**src/rtl/mul_share_ctrl.sv**
```systemverilog
// Two-requester round-robin sequencer for the shared shift-add multiplier datapath.
// Build option MUL_ZERO_BYPASS_EN: zero operands complete in IDLE without touching the datapath.
module mul_share_ctrl #(
  parameter int unsigned width = 8
) (
  input  logic                 clk,
  input  logic                 reset,
  input  logic                 req0,
  input  logic [width-1:0]     opa0,
  input  logic [width-1:0]     opb0,
  output logic                 ack0,
  output logic                 done0,
  output logic [2*width-1:0]   res0,
  input  logic                 req1,
  input  logic [width-1:0]     opa1,
  input  logic [width-1:0]     opb1,
  output logic                 ack1,
  output logic                 done1,
  output logic [2*width-1:0]   res1,
  output logic                 dp_load,
  output logic                 dp_busy,
  output logic [width-1:0]     dp_opa,
  output logic [width-1:0]     dp_opb,
  input  logic [2*width-1:0]   dp_mul,
  output logic                 ctrl_busy
);

  localparam int unsigned cw = (width > 1) ? $clog2(width) : 1;

  typedef enum logic [2:0] {
    IDLE    = 3'd0,
    LOAD    = 3'd1,
    RUN     = 3'd2,
    CAPTURE = 3'd3,
    RESP    = 3'd4
  } state_t;

  state_t             state, state_d;
  logic [cw-1:0]      cnt, cnt_d;
  logic               prio, prio_d;   // requester that wins a tie
  logic               gnt, gnt_d;     // requester currently being served
  logic               ack0_d, ack1_d, done0_d, done1_d;
  logic               load_d, busy_d, ctrl_busy_d;
  logic [width-1:0]   opa_d, opb_d;
  logic [2*width-1:0] res0_d, res1_d;

  logic               win_c;
  logic [width-1:0]   sel_opa_c, sel_opb_c;

  // Single requester wins outright; a tie goes to the one not served last.
  assign win_c     = (req0 && req1) ? prio : req1;
  assign sel_opa_c = win_c ? opa1 : opa0;
  assign sel_opb_c = win_c ? opb1 : opb0;

`ifdef MUL_ZERO_BYPASS_EN
  logic zero_c;
  assign zero_c = (sel_opa_c == '0) || (sel_opb_c == '0);
`endif

  always_ff @(posedge clk or negedge reset) begin
    if (!reset) begin
      state     <= IDLE;
      cnt       <= '0;
      prio      <= 1'b0;
      gnt       <= 1'b0;
      ack0      <= 1'b0;
      ack1      <= 1'b0;
      done0     <= 1'b0;
      done1     <= 1'b0;
      res0      <= '0;
      res1      <= '0;
      dp_load   <= 1'b0;
      dp_busy   <= 1'b0;
      dp_opa    <= '0;
      dp_opb    <= '0;
      ctrl_busy <= 1'b0;
    end else begin
      state     <= state_d;
      cnt       <= cnt_d;
      prio      <= prio_d;
      gnt       <= gnt_d;
      ack0      <= ack0_d;
      ack1      <= ack1_d;
      done0     <= done0_d;
      done1     <= done1_d;
      res0      <= res0_d;
      res1      <= res1_d;
      dp_load   <= load_d;
      dp_busy   <= busy_d;
      dp_opa    <= opa_d;
      dp_opb    <= opb_d;
      ctrl_busy <= ctrl_busy_d;
    end
  end

  // Next state plus next value of every registered output.
  always_comb begin
    state_d     = state;
    cnt_d       = cnt;
    prio_d      = prio;
    gnt_d       = gnt;
    ack0_d      = 1'b0;
    ack1_d      = 1'b0;
    done0_d     = 1'b0;
    done1_d     = 1'b0;
    load_d      = 1'b0;
    busy_d      = 1'b0;
    opa_d       = dp_opa;
    opb_d       = dp_opb;
    res0_d      = res0;
    res1_d      = res1;
    ctrl_busy_d = 1'b0;

    case (state)
      IDLE: begin
        if (req0 || req1) begin
          gnt_d  = win_c;
          prio_d = ~win_c;
          ack0_d = ~win_c;
          ack1_d = win_c;
`ifdef MUL_ZERO_BYPASS_EN
          if (zero_c) begin
            done0_d = ~win_c;
            done1_d = win_c;
            if (win_c) res1_d = '0;
            else       res0_d = '0;
          end else
`endif
          begin
            opa_d   = sel_opa_c;
            opb_d   = sel_opb_c;
            load_d  = 1'b1;
            state_d = LOAD;
          end
        end
      end
      LOAD: begin
        cnt_d   = '0;
        busy_d  = 1'b1;
        state_d = RUN;
      end
      RUN: begin
        cnt_d = cnt + cw'(1);
        if (cnt == cw'(width - 1)) state_d = CAPTURE;
        else                       busy_d  = 1'b1;
      end
      CAPTURE: begin
        if (gnt) begin
          res1_d  = dp_mul;
          done1_d = 1'b1;
        end else begin
          res0_d  = dp_mul;
          done0_d = 1'b1;
        end
        state_d = RESP;
      end
      RESP: begin
        state_d = IDLE;
      end
      default: begin
        state_d = IDLE;
      end
    endcase

    ctrl_busy_d = (state_d != IDLE);
  end

endmodule
```
**config.mk**
```make
export PLATFORM = sky130hd
export DESIGN_NAME = mul_share_ctrl
export DESIGN_NICKNAME = d
export VERILOG_FILES = /design/src/rtl/mul_share_ctrl.sv
export SDC_FILE = /design/constraint.sdc
export NUM_CORES = 1
export LEC_CHECK = 0
export BUFFER_PORTS_ARGS = -buffer_cell sky130_fd_sc_hd__buf_2
export CORE_ASPECT_RATIO = 1.4
export CORE_MARGIN = 2
export CORE_UTILIZATION = 45
export DETAILED_ROUTE_END_ITERATION = 6
export GPL_ROUTABILITY_DRIVEN = 0
export GPL_TIMING_DRIVEN = 0
export HOLD_SLACK_MARGIN = 0.15
export PLACE_DENSITY = 0.83
export SYNTH_ARGS = -nofsm -noshare
export SYNTH_HDL_FRONTEND = slang
export SYNTH_SLANG_ARGS = --single-unit
```
**constraint.sdc**
```tcl
create_clock -name clk -period 2.1 [get_ports clk]
set_input_delay 0.105 -clock clk [delete_from_list [all_inputs] [get_ports clk]]
set_output_delay 0.105 -clock clk [all_outputs]
set_load 0.02 [all_outputs]
```
==> Word-level counts from Yosys, hierarchy flattened <==
Index checks and enable logic that the tools add are counted.
{ "word_totals": {"regBits": 63, "input_bits": 52, "out_inout_bits": 55, "wordCells": 49} }
{ "classes": {"n_addsub": 1, "eq_ne": 4, "mux": 19, "n_bitwise": 2, "reduce_logical": 8} }
{ "op_table": {"columns": ["op", "count"], "rows": [
  ["2-to-1 mux 8 bit", 2],
  ["2-to-1 mux 1 bit", 12],
  ["one-hot mux 3 bit (4 select lines)", 1],
  ["== test 3 x 2 -> 1 bit (second input constant)", 2],
  ["2-to-1 mux 3 bit", 2],
  ["one-hot mux 3 bit (2 select lines)", 1],
  ["AND reduction 2 bit", 3],
  ["adder 3 x 1 -> 3 bit (second input constant)", 1],
  ["== test 3 x 1 -> 1 bit (second input constant)", 1],
  ["== test 3 bit (second input constant)", 1],
  ["zero test 3 bit", 1],
  ["nonzero test 3 bit", 1],
  ["inverter 1 bit", 2],
  ["one-hot mux 1 bit (2 select lines)", 1],
  ["nonzero test 2 bit", 1],
  ["logical AND 1 bit", 1],
  ["logical OR 1 bit", 1]
]} }

==> Longest topological paths before layout <==
Gate-level depths: netlist (run 1).
{ "logic_depth": {"ltp_word": 5, "mapped_depth": 6, "mapped_depth_nobuf": 4} }

==> Worst setup path after synthesis (run 1) <==
OpenSTA, ideal clock, no wires.
{ "synth_timing": {"path_type": "reg2reg", "from": "reg state[1]", "to": "reg dp_opa[0]", "arrival_ns": 1.427, "t_required_ns": 1.974, "setup_slack_ns": 0.547, "path_stages_with_launch": 6, "path_buffers": 2, "path_cell_list": "dfrtp_1 > buf_2 > nor3_4 > o21ai_2 > buf_6 > a221o_1"} }
{ "synth_via": {"elab_chain_len": 2} }
{ "synth_lines": {"columns": ["item", "line", "source"], "rows": [
  ["start, declared", "38", "state_t state, state_d;"],
  ["start signal, assigned", "78", "state <= state_d;"],
  ["zero test 3 bit", "114", "case (state)"],
  ["AND reduction 2 bit (no line)", null, null],
  ["end signal, assigned", "90", "dp_opa <= opa_d;"],
  ["end, declared", "22", "output logic [width-1:0] dp_opa,"]
]} }
Every way passes these cells.
A chain may end at the register's enable or synchronous reset.

==> Worst setup path in the final report (run 1) <==
{ "layout_timing": {"from": "reg state[0]", "to": "reg dp_opa[4]"} }
The elaborated chain is that of the path after synthesis.

==> run metrics, run 1 <==
crit-path max cell delay=~0.54 ns; clock root cell=clkbuf_8; Final Hold Fails=0; placed cells=about 360; All-Layer GR Usage=about a fifth; die area=6430 sq um; WS Path Type=reg -> reg; Layout Skew=0.00749 ns; worst hold margin=0.185 ns; max-slew violations=0; Critical Path Start Type=flip-flop; TritonCTS clock tree=done; Final TNS setup=0 ns; number of global-route vias before repair=around 2100; WL per Instance=about 15 microns; I/O pin count=107; Starting Density=approximately 47%; synth warn=0; Synth Net Count=237; Clock Tree Buf Depth=2; Critical Path Fanout Max=10; post-synthesis sequential area ratio=60.5%; initial DRC count=109; Max Clock Freq=~500 MHz; CP required=2.36 ns; Pwr Total=approximately 0.0058 W; hpwl dp=roughly 4.0 mm; DP Area=3220 sq um; detailed-route via count=2058; max_cap viols=0; Num Clock Sinks=63; CTS H-tree depth=3; Synth cell types=31; global-route wire length before repair=9.52 mm; slowest CP cell=dlygate4sd3_1; minimum clock period=2.01 ns; port bufs=approximately 110; Max-Slew Margin vs Limit=49.0%; register bit count reported by yosys=63; drc violations=0; syn_area_per_cell=14.2 sq um; clk slew on worst S/H paths=approximately 0.07 ns; Worst Path Arrival=2.26 ns; CP Cell Sequence=buf_2 -> nor3_4 -> o21ai_2 -> inv_1 -> o221a_2 -> dlygate4sd3_1; gr ovfl total=0; height of the die=94.0 microns; Finish-stage setup viols=0; largest net degree at the start of global routing=64; post-route ant nets=0; Worst VDD drop=0.000891 V; non-filler instance count after layout=409; Vias/cell=5.03; Layout area overhead=44.7%; initial antenna violation count=0; Syn Inst Count=183; Final nets=392; Site Rows=32; RSZ-0062 raised after global routing=no; Horiz. Die Dim=just under 70 microns; commonest non-fill, non-tap cell in the layout=buf_2; leakage=1.86 nW; pwr dens=1540 nW/um^2; critical path endpoint category=flip-flop; Clock Latency Late Sink=0.32 ns; Top Family by Delay on Critical Path=buffers and inverters; Design Area, Final=3770 sq um; status=finished, final reports clean; mapped cell area=approximately 2600 sq um; Final period util=a little over nine tenths; number of buffers created by CTS=9; commonest non-fill, non-tap cells in the layout=buf_2 (107), dfrtp_1 (63), dlygate4sd3_1 (38); final WL=6.02 mm; layout cells sized above 1=49.6%; core area=5570 sq um; worst hold path type=in -> reg; Pre-antenna DRT Iters=4; filler instances=between 300 and 400; CP bufs+invs=3; n_diodes=0; Worst Max-Slew Pin Slew=0.765 ns
## per-stage QoR
step / util (%) / setup WS [ns]
after detailed placement: 57.8 / 0.355
after floorplan: - / 0.547
after global placement: 57.8 / 0.381
after global routing: 67.8 / 0.000736
after CTS: 67.6 / 0.0216
final: 67.8 / 0.0949
## state kept, by name (all words and copies together) (netlist names)
signal     cells
dp_busy        1
done0          1
ack1           1
cnt            3
dp_opa         8
res0          16
done1          1
state          3
gnt            1
ctrl_busy      1
dp_load        1
prio           1
ack0           1
dp_opb         8
res1          16
## synth_stat cells (all sizes together)
library cell   n  area share [%]
o21ai          2            0.53
inv            3            0.43
ha             2            0.96
nor3          12             2.7
a21o           2            0.58
nor2           2            0.29
nand4b         5             1.7
nor2b          2            0.77
mux2          33              16
and3           1            0.24
o21a           1            0.29
a21oi          1            0.19
nand2b         4            0.96
a22o           5             1.7
nand3          1            0.38
dfrtp         63              60
buf            8             2.4
or3            1            0.24
and3b          1            0.34
clkbuf         3            0.43
o221a          5             2.2
nand2         14             2.1
a221o         11             4.2
o21bai         1            0.29
## cell type report
type	instances	area [sq um]	share of cell area, %
Clock buffer	13	159	4.21
Inverter	3	11.3	0.299
Tap cell	68	85.1	2.26
Clock inverter	1	5.00	0.133
Timing Repair Buffer	144	916	24.3
Sequential cell	63	1580	41.8
Multi-Input combinational cell	106	943	25.0
Buffer	11	75.1	1.99
## tightest hold or removal path, cell delays in order
cell	delay, ns
buf_2	0.07
nand2_1	0.04
nor3_1	0.12
a221o_1	0.12
## worst paths after layout
check,start,to,slack [ns],cells past startpoint
max,state[0],dp_opa[4],0.09,6
max in group asynchronous,reset,res0[7],1.19,2
min in group asynchronous,reset,dp_opa[3],0.41,2
min,opb1[4],dp_opb[4],0.19,4
min reg2reg,res0[4],res0[4],0.50,1
max reg2reg,state[0],dp_opa[4],0.09,6
## report_power, final
part / leakage, nW / internal [W] / switching, W
sequential: 0.756 / 0.00180 / 0.000310
clock: 0.0854 / 0.000479 / 0.000400
combinational: 1.02 / 0.00130 / 0.00150
total: 1.86 / 0.00358 / 0.00221
## per-layer routing
metal | wire length [microns] | up-vias | global-route usage [%] | part of all wire [%]
li1 | - | 983 | - | -
met1 | 2430 | 978 | 22.8 | 40
met2 | 3190 | 93 | 35.2 | 53
met3 | 344 | 4 | 4.68 | 5.7
met4 | 44 | 0 | 8.50 | 0.73
met5 | 0 | - | 0 | 0
## timing repair
item / CTS / global route
setup buffers: 0 / 1
endpoints found under the hold margin: 111 / 0
setup endpoints to repair: 0 / 4
resized for setup: 0 / 0
hold buffers: 38 / 0
## cells by family after synthesis
family                   count (synthesis)  synth area share, %
AND/OR/NAND/NOR                         43                 9.75
adder cells (fa/ha/maj)                  2                0.960
AO/OA/AOI/OAI                           28                 9.94
buffers and inverters                   14                 3.31
flip-flops                              63                 60.5
multiplexers                            33                 15.6
No activity file was read; power rests on OpenSTA's default activity.
==> inputs of run 2 (changes only) <==
--- a/config.mk
+++ b/config.mk
@@ -7,8 +7,9 @@
 export LEC_CHECK = 0
 export BUFFER_PORTS_ARGS = -buffer_cell sky130_fd_sc_hd__buf_2
 export CORE_ASPECT_RATIO = 1.4
-export CORE_MARGIN = 2
+export CORE_MARGIN = 1.5
 export CORE_UTILIZATION = 45
+export CTS_CLUSTER_DIAMETER = 30
 export DETAILED_ROUTE_END_ITERATION = 6
 export GPL_ROUTABILITY_DRIVEN = 0
 export GPL_TIMING_DRIVEN = 0
==> run 2 against run 1 <==
  * Sequential share of layout area unchanged
  * Hold slack improved by 0.0043 ns
  * Final area did not move
  * Critical endpoint is now dp_opa[6]
  * Register-to-register slack about the same
  * Clock skew shrank 0.00071 ns
==> run metrics, run 2 (synthesis results as in run 1) <==
Max-Slew Margin vs Limit=48.7%; R2R depth=6; detailed-route via count=2085; commonest non-fill, non-tap cells in the layout=buf_2 (107), dfrtp_1 (63), dlygate4sd3_1 (38); Pre-antenna DRT Iters=4; height of the die=93.0 microns; Worst Path Arrival=2.28 ns; Starting Density=46.8%; Critical Path Start Type=flip-flop; slowest CP cell=dlygate4sd3_1; Clock Tree Buf Depth=2; core area=approximately 5600 sq um; Num Clock Sinks=between 60 and 70; WL per Instance=14.1 microns; max-slew violations=0; minimum clock period=around 2 ns; # resized after CTS=0; number of buffers created by CTS=9; Pwr Total=0.00580 W; clk slew on worst S/H paths=about 0.060 ns; initial antenna violation count=0; max_cap viols=0; Horiz. Die Dim=just under 70 microns; Final nets=392; global-route wire length before repair=roughly 9.4 mm; Final period util=95.9%; commonest non-fill, non-tap cell in the layout=buf_2; R2R Setup Slk=0.09 ns; final WL=5.75 mm; TritonCTS clock tree=done; CP Depth=6; Layout Skew=roughly 0.0068 ns; Clock Latency Late Sink=approximately 0.33 ns; Finish-stage setup viols=0; Layout area overhead=44.7%; DP Area=3220 sq um; Largest regs=res0 (16), res1 (16); critical path endpoint category=flip-flop; Top Family by Delay on Critical Path=buffers and inverters; gr ovfl total=0; layout cells sized above 1=49.6%; worst hold path type=in -> reg; Vias/cell=roughly 5; pwr dens=1540 nW/um^2; crit-path max cell delay=0.55 ns; n_diodes=0; Worst VDD drop=about 0.00075 V; drc violations=0; largest net degree at the start of global routing=64; CP required=2.37 ns; CTS H-tree depth=3; die area=around 6300 sq um; number of global-route vias before repair=2157; CP bufs+invs=3; All-Layer GR Usage=between 15 and 20%; clock root cell=clkbuf_8; WS Path Type=reg -> reg; Critical Path Fanout Max=10; Hold Path Stages=4; I/O pin count=between 100 and 150; Worst Max-Slew Pin Slew=~0.77 ns; initial DRC count=just over 90; Design Area, Final=about 3800 sq um; port bufs=105; Max Clock Freq=roughly 500 MHz; status=finished, final reports clean; Site Rows=32; CP Cell Sequence=buf_2 -> nor3_4 -> o21ai_2 -> inv_1 -> o221a_2 -> dlygate4sd3_1; Final Hold Fails=0; leakage=between 1.5 and 2 nW; post-route ant nets=0; hpwl dp=~3.8 mm
[run 2: area by class of cell]
cell class / instances / area [sq um]
plain buffers: 11 / 75.1
fillers: 411 / 1790
repair buffers: 144 / 916
well taps: 68 / 85.1
clock inverters: 1 / 5.00
inverters: 3 / 11.3
multi-input cells: 106 / 943
flip-flops and latches: 63 / 1580
clock buffers: 13 / 159
[run 2: power breakdown]
part	switching (W)	internal (W)
registers	0.000308	0.00180
clock network	0.000407	0.000479
logic	0.00149	0.00131
total	0.00221	0.00359
[run 2: what timing repair did]
action,CTS,global route
hold endpoints to repair,111,0
endpoints found under the setup margin,0,5
hold buffers,38,0
setup buffers,0,1
[run 2: layer usage]
metal,wire length (microns),GRT usage [%],part of all wire [%]
met4,151,11.4,2.6
met2,2960,34.6,51
met5,0,0,0
met3,315,3.73,5.5
met1,2330,22.1,41
[run 2: path summary, 6_finish.rpt]
| check | from | end |
|---|---|---|
| max in group asynchronous | reset | res0[6] |
| min reg2reg | res1[11] | res1[11] |
| max reg2reg | state[0] | dp_opa[6] |
| min in group asynchronous | reset | dp_opa[5] |
| max | state[0] | dp_opa[6] |
| min | opb1[4] | dp_opb[4] |
[run 2: tightest hold or removal path: stages]
cell and delay (ns):
buf_2 0.08, nand2_1 0.04, nor3_1 0.13, a221o_1 0.13
[run 2: stage by stage]
stage | setup TNS [ns] | hold slack (ns) | utilization, % | worst slack [ns] | instances
CTS | 0 | 0.174 | 67.6 | 0.0289 | 408
finish | 0 | 0.189 | 67.8 | 0.0861 | 409
global route | -0.0742 | 0.218 | 67.8 | -0.0236 | 409
global placement | 0 | 0.335 | 57.8 | 0.390 | 356
floorplan | 0 | -0.191 | - | 0.547 | 183
detailed placement | 0 | 0.344 | 57.8 | 0.371 | 356
==> inputs of run 3 (changes only) <==
--- a/config.mk
+++ b/config.mk
@@ -9,6 +9,7 @@
 export CORE_ASPECT_RATIO = 1.4
 export CORE_MARGIN = 1.5
 export CORE_UTILIZATION = 45
+export CTS_BUF_LIST = sky130_fd_sc_hd__clkbuf_16
 export CTS_CLUSTER_DIAMETER = 30
 export DETAILED_ROUTE_END_ITERATION = 6
 export GPL_ROUTABILITY_DRIVEN = 0
==> run 3 against run 2 <==
  * Non-clock buffer count is 2 lower
  * Largest cell class unchanged
  * Sequential power about the same
  * Die area did not move
  * Count of clock-buffer cells in the layout fell by 4
  * Register-to-register slack about the same
  * Worst setup slack better by 0.0038 ns
  * Hold slack worse by 0.033 ns
  * First-iteration DRC count shrank 5.5%
  * Core utilization increased by 1.1 points
  * Critical endpoint unchanged
  * Maximum frequency increased by 0.19%
  * Total power increased by 5.0%
  * Sequential share of layout area shrank 0.67 points
==> run metrics, run 3 (synthesis results as in run 1) <==
clk slew on worst S/H paths=0.05 ns; Clock Tree Buf Depth=2; R2R Setup Slk=0.09 ns; CTS H-tree depth=3; die area=6260 sq um; final WL=approximately 5.7 mm; Site Rows=32; Starting Density=46.8%; layout cells sized above 1=49.3%; DP Area=3220 sq um; Horiz. Die Dim=67.3 microns; Layout area overhead=47.0%; Max Clock Freq=~500 MHz; Setup crit start=state[0]; largest net degree at the start of global routing=64; detailed-route via count=2082; n_diodes=0; Critical Path Fanout Max=10; worst flop-to-flop path startpoint=state[0]; status=finished, final reports clean; FF-to-FF End=dp_opa[6]; commonest non-fill, non-tap cell in the layout=buf_2; critical path endpoint category=flip-flop; Max-Slew Margin vs Limit=49.7%; worst hold path type=in -> reg; All-Layer GR Usage=between 10% and 20%; commonest non-fill, non-tap cells in the layout=buf_2 (107), dfrtp_1 (63), dlygate4sd3_1 (36); WS Path Type=reg -> reg; pwr dens=~1600 nW/um^2; port bufs=between 100 and 150; Final nets=390; CP bufs+invs=3; TritonCTS clock tree=done; slowest CP cell=dlygate4sd3_1; height of the die=93.0 microns; worst setup path endpoint=dp_opa[6]; Finish-stage setup viols=0; initial antenna violation count=0; number of global-route vias before repair=2121; Vias/cell=roughly 5; filler instances=406; clock root cell=clkbuf_16; core area=5570 sq um; Top Family by Delay on Critical Path=buffers and inverters; Layout Skew=between 0.002 and 0.0025 ns; gr ovfl total=0; area of the multi-input gates=943 sq um; Critical Path Start Type=flip-flop; Clock Latency Late Sink=0.32 ns; leakage=1.89 nW; WL per Instance=~14 microns; Pre-antenna DRT Iters=4; initial DRC count=86; max-slew violations=0; max_cap viols=0; global-route wire length before repair=9.32 mm; crit-path max cell delay=0.55 ns; Worst VDD drop=0.000861 V; minimum clock period=between 2 and 2.5 ns; Worst Max-Slew Pin Slew=0.754 ns; Final period util=95.7%; CP Depth=6; I/O pin count=107; number of buffers created by CTS=9; CP required=between 2 and 2.5 ns; worst hold margin=0.156 ns; R2R depth=6; CP Cell Sequence=buf_2 -> nor3_4 -> o21ai_2 -> inv_1 -> o221a_2 -> dlygate4sd3_1; Final TNS setup=0 ns; Worst Path Arrival=2.26 ns; post-route ant nets=0; drc violations=0; Largest regs=res0 (16), res1 (16); sequential cell area=between 1500 and 2000 sq um; Design Area, Final=3830 sq um; hpwl dp=3.82 mm; Num Clock Sinks=63; Final Hold Fails=0
==> run 3: what timing repair did <==
item,4_1_cts,5_1_grt
setup endpoints to repair,0,3
buffers inserted,0,1
resized for setup,0,0
endpoints found under the hold margin,48,63
hold buffers,35,1
==> run 3: how the worst min path moves through the flow <==
| stage | cells after the start | slack [ns] | startpoint | to |
|---|---|---|---|---|
| finish | 3 | 0.16 | opa1[5] | dp_opa[5] |
| global route | 3 | 0.18 | opa1[5] | dp_opa[5] |
| CTS | 1 | 0.15 | reset | dp_opa[4] |
| detailed placement | 2 | 0.34 | opb0[1] | dp_opb[1] |
| global placement | 2 | 0.34 | opb0[4] | dp_opb[4] |
| floorplan | 0 | -0.19 | reset | ack0 |
==> run 3: layer usage <==
layer  vias up  part of all wire [%]  global-route usage, %  routed length, microns
met1       992                    40                   22.2                    2310
met4         0                   2.5                   10.2                     146
met2        98                    51                   34.7                    2950
li1        978                     -                      -                       -
met3        14                   5.6                   3.49                     324
met5         -                     0                      0                       0
==> run 3: final cells by class <==
type                    count  share of cell area (%)
multi-input cells         106                    24.6
plain buffers              11                    1.96
well taps                  68                    2.22
inverters                   3                   0.294
clock buffers               9                    5.88
flip-flops and latches     63                    41.1
repair buffers            142                    23.4
clock inverters             5                   0.522
==> run 3: per-stage QoR <==
step / total power (W) / std cells / setup slack (ns) / util [%]
floorplan: 0.00394 / 183 / 0.547 / -
global placement: 0.00468 / 356 / 0.390 / 57.8
detailed placement: 0.00479 / 356 / 0.371 / 57.8
CTS: 0.00613 / 405 / 0.0272 / 68.5
global route: 0.00647 / 407 / -0.0125 / 68.9
finish: 0.00609 / 407 / 0.0899 / 68.9
==> run 3: worst reg2reg max path: cells and delay by family, from the launching register on <==
kind                   cells  cell delay, ns
AOI/OAI and AO/OA          2            0.38
buffers and inverters      3            0.91
DFF                        1            0.35
and+or+nand+nor            1            0.30
==> run 3: power by group <==
group,switching (W),leakage [nW],internal [W]
combinational,0.00149,1.01,0.00128
clock,0.000446,0.129,0.000761
sequential,0.000308,0.756,0.00181
total,0.00224,1.89,0.00385
